## src/rtl/program_load_controller_pkg.sv

```systemverilog
// Shared definitions for the UART program loader.
//   loader_state_t      : loader FSM state encoding (BOOT, LOAD, FINISH, RUN)
//   DEFAULT_*           : default timeout and program-memory capacity values
package program_load_controller_pkg;

   typedef enum logic [1:0] {
      StBoot   = 2'd0,
      StLoad   = 2'd1,
      StFinish = 2'd2,
      StRun    = 2'd3
   } loader_state_t;

   localparam int unsigned DEFAULT_START_TIMEOUT = 100000;
   localparam int unsigned DEFAULT_IDLE_TIMEOUT  = 50000;
   localparam int unsigned DEFAULT_MAX_WORDS     = 256;

endpackage

```

## src/rtl/program_load_controller.sv

```systemverilog
// Program loader: assembles big-endian 32-bit words from UART bytes, writes them to
// program memory, then hands the memory address port to the CPU fetch stage.
// Ports:
//   clk, reset_n              : clock, asynchronous active-low reset
//   io_data_valid/packet      : one-cycle received-byte strobe and its byte
//   cpu_pc_address            : fetch byte address, routed to memory in RUN
//   program_mem_address       : memory byte address (loader address or CPU PC)
//   program_mem_write_enable  : one-cycle write strobe, one cycle after the 4th byte
//   program_mem_write_data    : assembled word for the strobe
//   uart_done                 : registered, high for the whole of RUN
//   load_error                : sticky, load ended with a partial word
//   word_count                : words written so far
module program_load_controller
   import program_load_controller_pkg::*;
#(
   parameter int unsigned START_TIMEOUT = DEFAULT_START_TIMEOUT,
   parameter int unsigned IDLE_TIMEOUT  = DEFAULT_IDLE_TIMEOUT,
   parameter int unsigned MAX_WORDS     = DEFAULT_MAX_WORDS
) (
   input  logic        clk,
   input  logic        reset_n,
   input  logic        io_data_valid,
   input  logic [7:0]  io_data_packet,
   input  logic [31:0] cpu_pc_address,
   output logic [31:0] program_mem_address,
   output logic        program_mem_write_enable,
   output logic [31:0] program_mem_write_data,
   output logic        uart_done,
   output logic        load_error,
   output logic [8:0]  word_count
);

   // One timer serves both the BOOT start timeout and the LOAD idle timeout.
   localparam int unsigned TimerMax = (START_TIMEOUT > IDLE_TIMEOUT) ? START_TIMEOUT
                                                                     : IDLE_TIMEOUT;
   localparam int unsigned TimerW   = $clog2(TimerMax) + 1;
   localparam logic [TimerW-1:0] StartLast = TimerW'(START_TIMEOUT - 1);
   localparam logic [TimerW-1:0] IdleLast  = TimerW'(IDLE_TIMEOUT - 1);
   localparam logic [8:0]        LastWord  = 9'(MAX_WORDS - 1);

   loader_state_t     state_q;
   logic [TimerW-1:0] timer_q;
   logic [1:0]        phase_q;
   logic [31:0]       word_q;
   logic              write_enable_q;
   logic [31:0]       write_data_q;
   logic              uart_done_q;
   logic              load_error_q;
   logic [8:0]        word_count_q;

   always_ff @(posedge clk or negedge reset_n) begin
      if (!reset_n) begin
         state_q        <= StBoot;
         timer_q        <= '0;
         phase_q        <= 2'd0;
         word_q         <= 32'd0;
         write_enable_q <= 1'b0;
         write_data_q   <= 32'd0;
         uart_done_q    <= 1'b0;
         load_error_q   <= 1'b0;
         word_count_q   <= 9'd0;
      end else begin
         // A strobe lasts one cycle; the count advances as it completes.
         write_enable_q <= 1'b0;
         if (write_enable_q) begin
            word_count_q <= word_count_q + 9'd1;
         end

         unique case (state_q)
            StBoot: begin
               // A byte in the timeout cycle still wins.
               if (io_data_valid) begin
                  state_q <= StLoad;
                  timer_q <= '0;
                  word_q  <= {word_q[23:0], io_data_packet};
                  phase_q <= 2'd1;
               end else if (timer_q == StartLast) begin
                  state_q <= StFinish;
               end else begin
                  timer_q <= timer_q + TimerW'(1);
               end
            end

            StLoad: begin
               if (io_data_valid) begin
                  timer_q <= '0;
                  // Shift-in assembly: the first byte ends up in [31:24].
                  word_q  <= {word_q[23:0], io_data_packet};
                  phase_q <= phase_q + 2'd1;
                  if (phase_q == 2'd3) begin
                     write_enable_q <= 1'b1;
                     write_data_q   <= {word_q[23:0], io_data_packet};
                     // Memory full: leave on the edge that raises the last strobe.
                     if (word_count_q == LastWord) begin
                        state_q <= StFinish;
                     end
                  end
               end else if (timer_q == IdleLast) begin
                  state_q <= StFinish;
                  timer_q <= '0;
                  phase_q <= 2'd0;
                  if (phase_q != 2'd0) begin
                     load_error_q <= 1'b1;
                  end
               end else begin
                  timer_q <= timer_q + TimerW'(1);
               end
            end

            StFinish: begin
               state_q     <= StRun;
               uart_done_q <= 1'b1;
            end

            StRun: begin
               // Terminal until reset.
            end
         endcase
      end
   end

   always_comb begin
      program_mem_address = {21'd0, word_count_q, 2'b00};
      if (state_q == StRun) begin
         program_mem_address = cpu_pc_address;
      end
   end

   assign program_mem_write_enable = write_enable_q;
   assign program_mem_write_data   = write_data_q;
   assign uart_done                = uart_done_q;
   assign load_error               = load_error_q;
   assign word_count               = word_count_q;

endmodule
```

## config.mk

```make
export PLATFORM = sky130hd
export DESIGN_NAME = program_load_controller
export DESIGN_NICKNAME = d
export VERILOG_FILES = /design/src/rtl/program_load_controller_pkg.sv /design/src/rtl/program_load_controller.sv
export SDC_FILE = /design/constraint.sdc
export NUM_CORES = 1
export LEC_CHECK = 0
export BUFFER_PORTS_ARGS = -buffer_cell sky130_fd_sc_hd__buf_2
export CELL_PAD_IN_SITES_DETAIL_PLACEMENT = 1
export CELL_PAD_IN_SITES_GLOBAL_PLACEMENT = 1
export CORE_AREA = 5 5 117 119
export CTS_CLUSTER_DIAMETER = 40
export CTS_CLUSTER_SIZE = 24
export DETAILED_ROUTE_END_ITERATION = 7
export DIE_AREA = 0 0 122 124
export GPL_TIMING_DRIVEN = 1
export HOLD_SLACK_MARGIN = 0.15
export PLACE_DENSITY = 0.81
export SLEW_MARGIN = 5
export SYNTH_ARGS = -nofsm -noshare
export SYNTH_HDL_FRONTEND = slang
export SYNTH_SLANG_ARGS = --single-unit
```

## constraint.sdc

```tcl
create_clock -name clk -period 2.32 [get_ports clk]
set_clock_uncertainty 0.15 [all_clocks]
set_input_delay 0.232 -clock clk [delete_from_list [all_inputs] [get_ports clk]]
set_output_delay 0.232 -clock clk [all_outputs]
set_load 0.1 [all_outputs]
```

==> flow_metrics.tcl, run 1 <==
set metrics [dict create \
    syn-cell-area_mm2 0.00429 \
    whs_ns 0.241 \
    dpl-instance-area_mm2 0.00571 \
    grt_pass1_wl_um 19500 \
    hp-class "input port to asynchronous set/reset pin" \
    synth_flop_cell "dfrtp_1" \
    rsz0062_at_grt "false" \
    cp-endpoint "timer_q[8]" \
    r2r_cells 6 \
    ir_worst_vdd_mv 0.380 \
    worstMarginPinSlew_ns 0.502 \
    dp.final_hpwl_um 8860 \
    numCtsBuffers 9 \
    post-cts-setup-buffers 0 \
    worst-path-max-fanout 9 \
    place_ws_ns 0.140 \
    powerDensity_mw_per_mm2 573 \
    dp.cells 650 \
    final_core_util_pct 49.1 \
    netlist-cell-type-count 52 \
    layout-drive-gt1-share_pct 47.1 \
    final_hold_viol_count 0 \
    slowest_delay_ns 0.51 \
    status "complete, no violations" \
    routabilityCongestion 0.848 \
    ant_nets 0 \
    ctsRootBufferMaster "clkbuf_16" \
    fp.dieArea_mm2 0.0151 \
    synth_edf_count 0 \
    end_kind "register" \
    cp.arrival_ns 2.24 \
    drv_slew 0 \
    antennaDiodeCount 0 \
    max_freq_mhz 461 \
    nNetsFinal 551 \
    clk_latency_ns 0.34 \
    seq_area_frac_synth_pct 52.5 \
    finalNonFillerCells 675 \
    core-area_mm2 0.0125 \
    path_class "register to register" \
    syn_inst 357 \
    grt_pass1_vias 3792 \
    fp.dieW_um 122 \
    antenna_found_initial 0 \
    grt-ovfl-total 0 \
    worstPathRequired_ns 2.39 \
    worstSetupStartpoint "timer_q[6]" \
    cts_tree "built" \
    avgSynthCellArea_um2 12.0 \
    path_depth 6 \
    cts_htree_levels 3 \
    r2r-start "timer_q[6]" \
    first_pass_iters 4 \
    synth-warning-count 0 \
    cts_buffer_depth 2 \
    dieHeight_um 124 \
    grt_max_degree 54 \
    setup_violations 0 \
    area_delta_synth_final_pct 42.5 \
    worst_path_dominant_cell_family "simple AND/OR/NAND/NOR gates" \
    synthTopCellsByArea "dfrtp_1, mux2_2, and2_1" \
    fill_cells 1345 \
    finalPower_mw 3.50 \
    path_clk_slew_ns 0.06 \
    drtIter0Drc 110 \
    path_buf_inv 1 \
    gr-usage-all-layers_pct 16.5 \
    drv_cap 0 \
    vias 3430 \
    io_pins 119 \
    async_reset_ff_share_pct 100 \
    yosysTopAreaCell "dfrtp_1" \
    max_slew_margin_pct 66.3 \
    cp-start-kind "register" \
    fin_crit_sh_pct 93.6 \
    port_buffers 118 \
    syn-num-nets 409 \
    std_cell_rows 41 \
    reg2reg_to "timer_q[8]" \
    cts.sinks 90 \
    netlist.area_leader.share_pct 52.5 \
    initial_core_util_pct 34.4 \
    wirelength_um 12000 \
    p_leak_nw 3.02 \
    drcViolationCount 0 \
    finalCriticalPeriod_ns 2.17 \
    worst_path_max_delay_cell "dfrtp_1" \
    final_cell_area_mm2 0.00612 \
    ys_ff_latch 90 \
    cp_cell_sequence "nand4b_1, or3_1, o41ai_4, buf_4, nor2_2, a22o_1" \
    setup_ws_ns 0.149 \
    via_per_inst 5.08 \
    drt-wirelength-per-cell_um 17.8 \
    ff2ff_setup_slack_ns 0.15 \
    tns_ns 0 \
]
flip-flops by register name, indices dropped and copies added, names as in the netlist:
| signal | count |
|---|---|
| uart_done | 1 |
| word_q | 24 |
| program_mem_write_data | 32 |
| timer_q | 18 |
| word_count | 9 |
| program_mem_write_enable | 1 |
| state_q | 2 |
| phase_q | 2 |
| load_error | 1 |
cell usage in the layout, fill, tap and decap left out, types with 6 or more instances in the layout:
| cell type | Yosys | layout |
|---|---|---|
| dfrtp_1 | 90 | 84 |
| and2_1 | 23 | 23 |
| xnor2_1 | 6 | 6 |
| a22o_1 | 8 | 8 |
| buf_4 | 1 | 16 |
| o21ai_0 | 11 | 10 |
| buf_2 | 3 | 85 |
| mux2_2 | 65 | 65 |
| nand4_1 | 10 | 10 |
| nand3_1 | 9 | 8 |
| nand2_1 | 17 | 17 |
| dfrtp_2 | 0 | 6 |
| clkbuf_16 | 0 | 9 |
| nor3_1 | 7 | 7 |
| ha_1 | 9 | 9 |
| buf_12 | 0 | 35 |
| dlygate4sd3_1 | 0 | 10 |
| inv_1 | 11 | 11 |
| o21ai_1 | 8 | 7 |
| nor2_1 | 12 | 12 |
worst min-delay path by stage:
stage / depth (start not counted) / to / startpoint / slack, ns
final: 2 / program_mem_write_data[4] / reset_n / 0.24
after global routing: 2 / program_mem_write_data[4] / reset_n / 0.29
after CTS: 2 / program_mem_write_data[4] / reset_n / 0.26
after detailed placement: 1 / program_mem_write_data[4] / reset_n / 0.08
after global placement: 1 / program_mem_write_data[6] / reset_n / 0.07
after floorplan: 0 / load_error / reset_n / -0.21
per-layer routing:
metal | wire, um | track usage (%) | part of all wire [%] | up-vias
met1 | 4770 | 18.5 | 40 | 1728
met2 | 6150 | 29.4 | 51 | 114
met4 | 221 | 7.00 | 1.8 | 0
met3 | 876 | 4.86 | 7.3 | 13
met5 | 0 | 0 | 0 | -
li1 | - | - | - | 1575
cell usage after synthesis (2+ instances only):
cell type	n
dfrtp_1	90
mux2_2	65
and2_1	23
nand2_1	17
nor2_1	12
clkbuf_1	11
inv_1	11
o21ai_0	11
nand4_1	10
ha_1	9
nand3_1	9
a22o_1	8
o21ai_1	8
nor3_1	7
xnor2_1	6
nor4_1	4
a21oi_1	3
a22oi_1	3
and3_1	3
buf_2	3
mux2i_1	3
o31ai_1	3
or4_1	3
xor2_1	3
a31oi_1	2
nand2b_1	2
nor2b_1	2
or3_1	2
final cells by class:
| type | count | area (um2) | share of cell area (%) |
|---|---|---|---|
| Sequential cell | 90 | 2260 | 36.9 |
| Clock buffer | 9 | 225 | 3.68 |
| Multi-Input combinational cell | 241 | 1960 | 32.1 |
| Clock inverter | 6 | 66.3 | 1.08 |
| Inverter | 11 | 41.3 | 0.675 |
| Tap cell | 172 | 215 | 3.52 |
| Timing Repair Buffer | 146 | 1350 | 22.0 |
timing repair:
item / in CTS / in global routing
endpoints found under the hold margin: 54 / 0
resized for setup: 0 / 3
hold buffers: 10 / 0
setup endpoints to repair: 0 / 6
power by group:
part | leakage (nW) | internal, mW | switching (mW)
Sequential | 1.19 | 1.57 | 0.00528
Clock | 0.134 | 0.830 | 0.613
Combinational | 1.69 | 0.173 | 0.310
Total | 3.02 | 2.58 | 0.928
cells by family (layout without fill, tap and decap cells):
kind of cell / Yosys count / after routing / share of synthesized area (%)
flops: 90 / 90 / 52.5
fa+ha+maj: 9 / 9 / 2.62
simple gates: 104 / 104 / 13.8
mux: 68 / 68 / 17.7
buf+inv: 26 / 172 / 2.45
xor+xnor: 9 / 9 / 1.84
compound gates: 51 / 51 / 9.04
Power figures use the tool's default switching activity.
==> run 2: changes to the inputs <==
- CTS_CLUSTER_DIAMETER: 40 -> default
- HOLD_SLACK_MARGIN: 0.15 -> default
- PLACE_DENSITY: 0.81 -> default
- PLACE_DENSITY_LB_ADDON: default -> 0.1
==> run 2 against run 1 <==
Against the previous run: power rose by 4.2%; non-clock buffer count did not move; cell count did not move; highest routed layer unchanged.
==> flow_metrics.tcl, run 2 (synthesis results as in run 1) <==
set metrics [dict create \
    worstMarginPinSlew_ns 0.510 \
    core-area_mm2 0.0125 \
    max_slew_margin_pct 66.0 \
    cp.arrival_ns 1.79 \
    post-cts-setup-buffers 0 \
    initial_core_util_pct 34.4 \
    drcViolationCount 0 \
    dp.final_hpwl_um 8380 \
    powerDensity_mw_per_mm2 594 \
    worstPathRequired_ns 1.94 \
    grt_max_degree 39 \
    fill_cells 1328 \
    routabilityCongestion 0.816 \
    p_leak_nw 3.04 \
    hp-class "input port to register" \
    drv_slew 0 \
    end_kind "primary output" \
    layout-drive-gt1-share_pct 47.5 \
    nNetsFinal 551 \
    path_clk_slew_ns 0.07 \
    grt-ovfl-total 0 \
    largest_reg_flops 32 \
    multi_input_area_mm2 0.00196 \
    numCtsBuffers 9 \
    cts_buffer_depth 2 \
    tns_ns 0 \
    fp.dieArea_mm2 0.0151 \
    fin_crit_sh_pct 93.5 \
    port_buffers 118 \
    finalNonFillerCells 675 \
    cts.sinks 90 \
    drt-wirelength-per-cell_um 16.5 \
    vias 3296 \
    antenna_found_initial 0 \
    path_class "register to primary output" \
    wirelength_um 11100 \
    io_pins 119 \
    max_freq_mhz 461 \
    layout_commonest_cell "buf_2" \
    clk_latency_ns 0.33 \
    area_delta_synth_final_pct 43.1 \
    antennaDiodeCount 0 \
    layout_common_cells "buf_2, dfrtp_1, mux2_2" \
    std_cell_rows 41 \
    fp.dieW_um 122 \
    drtIter0Drc 89 \
    dp.cells 652 \
    cts_tree "built" \
    first_pass_iters 4 \
    register_area_mm2 0.00226 \
    cp-start-kind "register" \
    status "complete, no violations" \
    grt_pass1_vias 3564 \
    finalCriticalPeriod_ns 2.17 \
    ant_nets 0 \
    gr-usage-all-layers_pct 15.2 \
    rsz0062_at_grt "false" \
    setup_violations 0 \
    worst-path-max-fanout 18 \
    cts_htree_levels 3 \
    grt_pass1_wl_um 18300 \
    dieHeight_um 124 \
    ctsRootBufferMaster "clkbuf_16" \
    drv_cap 0 \
    via_per_inst 4.88 \
    final_hold_viol_count 0 \
    final_core_util_pct 49.3 \
    ir_worst_vdd_mv 0.338 \
]
run 2: worst max-delay path, stage by stage (launching register included):
cell     delay, ns
dfrtp_1       0.40
ha_2          0.42
buf_4         0.25
and2_1        0.19
buf_12        0.18
run 2: layout make-up:
class / count / share of cell area [%]
multi-input cells: 241 / 32.0
flip-flops and latches: 90 / 36.8
repair buffers: 146 / 21.8
clock buffers: 9 / 3.67
clock inverters: 6 / 1.59
well taps: 172 / 3.50
inverters: 11 / 0.672
run 2: path summary, 6_finish.rpt:
path	start	endpoint	slack, ns	cells past startpoint
hold reg to reg	uart_done	uart_done	0.32	1
setup reg to reg	timer_q[0]	timer_q[3]	0.17	7
setup / recovery	state_q[1]	program_mem_address[22]	0.15	4
min in group asynchronous	reset_n	timer_q[16]	0.25	2
hold / removal	io_data_packet[0]	program_mem_write_data[0]	0.01	2
max in group asynchronous	reset_n	program_mem_write_data[10]	1.14	3
run 2: power breakdown:
part           internal, mW  switching, mW  total [mW]
clock                 0.956          0.638        1.59
sequential             1.57        0.00453        1.58
combinational         0.172          0.308       0.480
total                  2.70          0.951        3.65
run 2: metal layers:
metal  share of wire, %  global-route usage (%)  vias to the layer above
li1                   -                       -                     1569
met1                 44                    18.8                     1627
met2                 49                    26.1                       88
met3                5.9                    3.18                       12
met4                1.5                    5.53                        0
met5                  0                       0                        -
run 2: what timing repair did:
item	in CTS	in global routing
endpoints found under the hold margin	48	0
gates cloned	0	0
setup endpoints to repair	26	13
resized for setup	1	1
hold buffers	8	0
run 2: metrics by stage:
stage | power, mW | hold slack (ns) | instance area [um2] | setup slack, ns
CTS | 3.71 | 0.00244 | 6140 | 0.0855
global route | 3.79 | 0.00494 | 6140 | 0.0106
detailed placement | 2.08 | 0.0942 | 5730 | 0.117
floorplan | 1.86 | -0.214 | 4310 | 0.00527
finish | 3.65 | 0.00968 | 6140 | 0.150
global placement | 2.08 | 0.0840 | 5730 | 0.233
==> run 3: changes to the inputs <==
- CORE_AREA: 5 5 117 119 -> 3 3 115 117
- DIE_AREA: 0 0 122 124 -> 0 0 118 120
- clock period: 2.32 -> 2.2 ns (I/O delays scaled with it)
==> run 3 against run 2 <==
Against the previous run: non-clock buffer count up 13; hold slack better by 0.13 ns; final area up 2.1%; critical path depth unchanged; global-route usage up 1.1 points; count of clock-buffer cells in the layout unchanged; sequential cell count unchanged; worst setup slack worse by 0.026 ns; critical path type unchanged; critical endpoint is now program_mem_address[7]; largest cell class unchanged.
==> flow_metrics.tcl, run 3 (synthesis results as in run 1) <==
set metrics [dict create \
    path_class "register to primary output" \
    reg2reg_to "state_q[0]" \
    drv_slew 0 \
    r2r_cells 6 \
    met2WireLength_um 5660 \
    layout_common_cells "buf_2, dfrtp_1, mux2_2" \
    initial_core_util_pct 34.4 \
    cp_cell_sequence "ha_2, buf_6, mux2_2, buf_12" \
    path_depth 4 \
    first_pass_iters 4 \
    worst-path-max-fanout 22 \
    powerDensity_mw_per_mm2 609 \
    min_from "io_data_valid" \
    r2r-start "timer_q[11]" \
    final_hold_viol_count 0 \
    ff2ff_setup_slack_ns 0.13 \
    worstPathRequired_ns 1.83 \
    top_layer "met4" \
    status "complete, no violations" \
    rsz0062_at_grt "false" \
    drtIter0Drc 82 \
    ctsRootBufferMaster "clkbuf_16" \
    cts_htree_levels 3 \
    std_cell_rows 41 \
    fp.dieArea_mm2 0.0142 \
    worst_path_max_delay_cell "dfrtp_1" \
    hp-class "input port to register" \
    worstMarginPinSlew_ns 0.505 \
    cts_tree "built" \
    fill_cells 1317 \
    routabilityCongestion 0.780 \
    path_clk_slew_ns 0.06 \
    antenna_found_initial 0 \
    fin_crit_sh_pct 94.4 \
    grt_max_degree 62 \
    path_buf_inv 2 \
    antennaDiodeCount 0 \
    largest_reg_flops 32 \
    layout_commonest_cell "buf_2" \
    grt-ovfl-total 0 \
    cp-start-kind "register" \
    core-area_mm2 0.0125 \
    setup_violations 0 \
    ir_worst_vdd_mv 0.360 \
    end_kind "primary output" \
    finalCriticalPeriod_ns 2.08 \
    drt-wirelength-per-cell_um 16.0 \
    grt_pass1_vias 3694 \
    layout-drive-gt1-share_pct 49.8 \
    drv_cap 0 \
    multi_input_area_mm2 0.00198 \
    cts_buffer_depth 2 \
    wl_met1_um 4710 \
    dieHeight_um 120 \
    register_area_mm2 0.00227 \
    port_buffers 118 \
    holdPathStages 3 \
    wirelength_um 11000 \
    grt_pass1_wl_um 18900 \
    cts.sinks 90 \
    dp.final_hpwl_um 8280 \
    max_freq_mhz 482 \
    worst_path_dominant_cell_family "flip-flops" \
    clk_latency_ns 0.33 \
    tns_ns 0 \
    slowest_delay_ns 0.41 \
    nNetsFinal 564 \
    dr_wl_met3_um 479 \
    worstSetupStartpoint "state_q[1]" \
    area_delta_synth_final_pct 46.1 \
    vias 3396 \
    drcViolationCount 0 \
    ant_nets 0 \
    io_pins 119 \
    fp.dieW_um 118 \
    p_leak_nw 3.09 \
    cp.arrival_ns 1.71 \
    whs_ns 0.144 \
    numCtsBuffers 9 \
    max_slew_margin_pct 66.6 \
    via_per_inst 4.94 \
    hold_end "phase_q[1]" \
    gr-usage-all-layers_pct 16.3 \
]
[run 3: per-stage QoR]
stage | setup WS [ns] | util, % | cell area, um2 | power [mW] | instances
2_1_floorplan | 0.0276 | - | 4330 | 1.96 | 357
3_3_place_gp | 0.0998 | 46.8 | 5830 | 2.19 | 663
3_5_place_dp | 0.0706 | 46.8 | 5830 | 2.20 | 663
4_1_cts | 0.0360 | 50.0 | 6240 | 3.87 | 687
5_1_grt | 0.0206 | 50.3 | 6270 | 3.95 | 688
6_report | 0.123 | 50.3 | 6270 | 3.82 | 688
[run 3: area by class of cell]
| class | instances | share of cell area, % |
|---|---|---|
| Timing Repair Buffer | 159 | 23.1 |
| Inverter | 11 | 0.658 |
| Sequential cell | 90 | 36.3 |
| Tap cell | 172 | 3.43 |
| Clock inverter | 6 | 1.44 |
| Clock buffer | 9 | 3.59 |
| Multi-Input combinational cell | 241 | 31.5 |
[run 3: what timing repair did]
item,4_1_cts,5_1_grt
endpoints found under the setup margin,0,15
endpoints found under the hold margin,45,0
setup buffers,0,1
hold buffers,9,0
resized for setup,0,8
[run 3: worst min-delay path, cell delays in order]
cell and delay, ns:
buf_2 0.20, nand3_1 0.11, nand2_1 0.05
[run 3: how the worst max path moves through the flow]
| stage | end | slack, ns |
|---|---|---|
| global placement | timer_q[9] | 0.1 |
| finish | program_mem_address[7] | 0.12 |
| floorplan | program_mem_address[0] | 0.03 |
| CTS | program_mem_address[9] | 0.04 |
| global route | timer_q[13] | 0.02 |
| detailed placement | timer_q[5] | 0.07 |
[run 3: layer usage]
metal  vias up  track usage (%)
li1       1595                -
met1      1698             19.6
met2        89             29.0
met3        14             3.44
met4         0             5.49
met5         -                0
[run 3: power breakdown]
| group | switching [mW] | internal (mW) | leakage, nW |
|---|---|---|---|
| registers | 0.00354 | 1.66 | 1.19 |
| logic | 0.328 | 0.186 | 1.75 |
| clock network | 0.649 | 0.995 | 0.152 |
